**src/rtl/fetch_unit.sv**
```systemverilog
// Instruction fetch sequencer: one outstanding imem read, valid/ready hand-off to decode,
// HALT detection with a one-cycle pulse to the halt stage and a sticky stop.
module fetch_unit #(
   parameter int unsigned ADDR_W      = 8,
   parameter int unsigned INSTR_W     = 16,
   parameter int unsigned OPC_W       = 4,
   parameter int unsigned HALT_OPCODE = 'hF,
   parameter int unsigned RESET_PC    = 0
) (
   input  logic               clk,
   input  logic               rst,
   output logic               imem_req,
   output logic [ADDR_W-1:0]  imem_addr,
   input  logic [INSTR_W-1:0] imem_rdata,
   input  logic               imem_rvalid,
   output logic [INSTR_W-1:0] instr,
   output logic [ADDR_W-1:0]  instr_pc,
   output logic               instr_valid,
   input  logic               instr_ready,
   input  logic               redirect_en,
   input  logic [ADDR_W-1:0]  redirect_pc,
   output logic               halt_signal,
   output logic               halted
);

   typedef enum logic [2:0] {S_FETCH, S_WAIT, S_HOLD, S_DRAIN, S_HALTED} state_t;

   state_t            state;
   logic [ADDR_W-1:0] pc;
   logic              run;
   logic [OPC_W-1:0]  opcode;

   assign opcode = imem_rdata[INSTR_W-1 -: OPC_W];

   // The request is decoded from state so a same-cycle redirect can cancel it;
   // run keeps the request low while reset is held and for the first cycle after.
   assign imem_req  = run && (state == S_FETCH) && !redirect_en;
   assign imem_addr = imem_req ? pc : '0;

   always_ff @(posedge clk or negedge rst) begin
      if (!rst) begin
         state       <= S_FETCH;
         pc          <= ADDR_W'(RESET_PC);
         run         <= 1'b0;
         instr       <= '0;
         instr_pc    <= '0;
         instr_valid <= 1'b0;
         halt_signal <= 1'b0;
         halted      <= 1'b0;
      end else begin
         run         <= 1'b1;
         halt_signal <= 1'b0;
         case (state)
            S_FETCH: begin
               if (redirect_en) pc <= redirect_pc;
               else if (run)    state <= S_WAIT;
            end
            S_WAIT: begin
               if (redirect_en) begin
                  // A response landing with the redirect is stale: drop it, no halt check.
                  pc    <= redirect_pc;
                  state <= imem_rvalid ? S_FETCH : S_DRAIN;
               end else if (imem_rvalid) begin
                  instr    <= imem_rdata;
                  instr_pc <= pc;
                  pc       <= pc + 1'b1;
                  if (opcode == OPC_W'(HALT_OPCODE)) begin
                     halt_signal <= 1'b1;
                     halted      <= 1'b1;
                     state       <= S_HALTED;
                  end else begin
                     instr_valid <= 1'b1;
                     state       <= S_HOLD;
                  end
               end
            end
            S_HOLD: begin
               if (redirect_en || instr_ready) begin
                  instr_valid <= 1'b0;
                  state       <= S_FETCH;
                  if (redirect_en) pc <= redirect_pc;
               end
            end
            S_DRAIN: begin
               if (redirect_en) pc <= redirect_pc;
               if (imem_rvalid) state <= S_FETCH;
            end
            S_HALTED: ;
            default: state <= S_FETCH;
         endcase
      end
   end

endmodule
```
**config.mk**
```make
export PLATFORM = sky130hd
export DESIGN_NAME = fetch_unit
export DESIGN_NICKNAME = d
export VERILOG_FILES = /design/src/rtl/fetch_unit.sv
export SDC_FILE = /design/constraint.sdc
export NUM_CORES = 1
export LEC_CHECK = 0
export CORE_MARGIN = 8
export CORE_UTILIZATION = 47
export CTS_BUF_LIST = sky130_fd_sc_hd__clkbuf_2
export CTS_CLUSTER_DIAMETER = 30
export DETAILED_ROUTE_END_ITERATION = 16
export HOLD_SLACK_MARGIN = 0.1
export PLACE_DENSITY = 0.87
export RECOVER_POWER = 25
export SLEW_MARGIN = 20
export SYNTH_ARGS = -nofsm -noshare
export SYNTH_HDL_FRONTEND = slang
export SYNTH_SLANG_ARGS = --single-unit
```
**constraint.sdc**
```tcl
create_clock -name clk -period 2.1 [get_ports clk]
set_input_delay 0.525 -clock clk [delete_from_list [all_inputs] [get_ports clk]]
set_output_delay 0.525 -clock clk [all_outputs]
set_load 0.005 [all_outputs]
```
==> qor.csv <==
stage,metric,value,unit
timing,finalCritPeriodShare,1.02,
timing,rsz0062_at_grt,true,
cts,cts_tree,done,
finish,multiInputGateArea,885,um^2
cts,cts_buffer_depth,2,
yosys,yosysSeqAreaShare,0.518,
power,ir_drop,484,uV
route,first_pass_iters,4,
yosys,yosys-top-cells-count,"39 x dfrtp_1, 19 x mux2_4, 9 x nor2_1",
route,antenna_left,0,
finish,area_growth,49.9,%
finish,diodes,0,
outcome,outcome,finished with violations,
floorplanning,dieArea,0.00629,mm^2
place,io_buffers,64,
critical_path,path_max_fanout,5,
finish,layout-drive-gt1-share,0.289,
timing,slew_headroom,0.348,
yosys,syn_avg_cell_area,12.3,um^2
timing,clock_skew,21.4,ps
place,pre_cts_slack,-621,ps
critical_path,criticalPathCategory,flip-flop to output port,
yosys,syn-cell-area,0.00189,mm^2
route,drcViolationCount,0,
floorplanning,die_w,79.3,um
yosys,synth_top_cell_by_area,dfrtp_1,
grt,grt.overflow.total,0,
route,vias,1509,
yosys,synthArstFlopShare,1.00,
place,place_area,0.00268,mm^2
yosys,synth.area.top_cells,"dfrtp_1 52%, mux2_4 15%, mux2i_1 3.2%",
floorplanning,initial_utilization,0.478,
floorplanning,die_h,79.3,um
timing,worst_slack,-41.3,ps
cts,cts_buffers,5,
grt,grt_usage,0.155,
cts,clkSinkCount,39,
yosys,synth_enable_flop_cells,0,
critical_path,crit_path_start_kind,flip-flop,
power,p_per_area,1080,mW/mm^2
yosys,synthCells,153,
outcome,failed_checks,negative setup slack,
yosys,netlist.area_leader.share,0.518,
critical_path,cp.arrival,1620,ps
cts,insertion_delay,410,ps
timing,setup_viol,5,
place,dp_hpwl,3.50,mm
yosys,ys_types,38,
finish,fillers,291,
power,leakage,1.24,nW
timing,hold_violations,0,
yosys,syn_nets,183,
grt,grt_max_degree,40,
timing,max_freq,0.467,GHz
finish,fin_nets,264,
cts,clkTransAtPathRegs,200,ps
route,drtIter0Drc,54,
finish,instances_no_fill,285,
timing,setup_tns,-192,ps
cts,clock-root-buffer,clkbuf_2,
timing,fin_hold_ws,493,ps
place,gp_congestion,0.781,
floorplanning,fp-row-count,23,
grt,antenna_found_initial,0,
timing,tightestPinTransition,978,ps
worst_hold_path,hold_path.class,flip-flop to flip-flop,
timing,fin_crit,2140,ps
floorplanning,core,0.00394,mm^2
route,routed_via_density,5.29,
finish,regArea,977,um^2
place,place_inst,274,
critical_path,worstPathRequired,1570,ps
floorplanning,ioPinCount,65,
yosys,yosysMostFrequentCell,dfrtp_1,
yosys,synth_ff_type,dfrtp_1,
cts,htreeDepth,2,
power,p_total,3.05,mW
critical_path,end_kind,output port,
route,avgRoutedWirePerCell,16.9,um
route,drt_wl_total,4.81,mm
grt,grt_pass1_wl,7.71,mm
yosys,ys_ff_latch,39,
grt,grt_pass1_vias,1553,
yosys,ys_warn_count,0,
timing,drv_slew,0,
finish,final_util,0.717,
job,cap_viol_max_count,0,
finish,design_area,0.00283,mm^2
worst max-delay path, cell delays in order (launching register included):
cell     delay, ps
dfrtp_1        460
nor2_4         130
nand2_2        100
nor3_4         180
buf_6          140
and2_4         130
buf_6           80
layout make-up:
| type | count | area share |
|---|---|---|
| Tap cell | 50 | 0.0221 |
| Clock buffer | 5 | 0.00885 |
| Sequential cell | 39 | 0.346 |
| Inverter | 5 | 0.00664 |
| Timing Repair Buffer | 81 | 0.280 |
| Multi-Input combinational cell | 102 | 0.313 |
| Clock inverter | 3 | 0.0239 |
flip-flops by register name, summed over array words and instances, names as in the netlist:
signal	count
halt_signal	1
halted	1
instr	16
instr_pc	8
instr_valid	1
pc	8
run	1
state	3
power by group:
group	switching [mW]	total, mW	internal [mW]
registers	0.186	1.21	1.03
logic	0.397	1.26	0.861
clock network	0.261	0.580	0.320
total	0.843	3.05	2.21
per-layer routing:
metal,GRT usage,vias to the layer above,part of all wire
li1,-,709,-
met1,0.186,735,0.44
met2,0.254,53,0.47
met3,0.0519,12,0.070
met4,0.0556,0,0.022
met5,0,-,0
layout by cell type, fill, tap and decap left out, types with 5 or more instances in the layout:
cell,n
inv_1,5
buf_6,6
nand2_1,7
buf_4,10
clkdlybuf4s50_1,53
a21oi_1,6
mux2_4,19
clkbuf_2,6
nor2_1,8
buf_2,5
mux2i_1,6
o21ai_0,5
dfrtp_1,38
final timing paths:
kind,from,to,slack (ps),depth (start not counted)
worst max-delay path,state[1],imem_addr[1],-40,6
worst min-delay path,halted,halted,490,1
worst max register to register,state[1],pc[7],410,7
worst min register to register,halted,halted,490,1
max in group asynchronous,rst,state[2],590,3
min in group asynchronous,rst,pc[6],840,3
cells by family (layout without fill, tap and decap cells):
logic type                 after synthesis  after routing  synth area share
AOI/OAI and AO/OA                       25             25            0.0856
DFF                                     39             39             0.518
adders and majority gates                1              1           0.00663
other                                    1              1           0.00199
and+or+nand+nor                         45             45             0.133
muxes                                   30             30             0.213
buffers and inverters                   12             94            0.0418
what timing repair did:
| action | 4_1_cts | 5_1_grt |
|---|---|---|
| hold endpoints to repair | 39 | 0 |
| endpoints found under the setup margin | 9 | 9 |
| resized for setup | 46 | 7 |
| pin swaps | 7 | 3 |
| buffers inserted | 2 | 0 |
| hold buffers | 1 | 0 |
No activity file was read; power rests on OpenSTA's default activity.
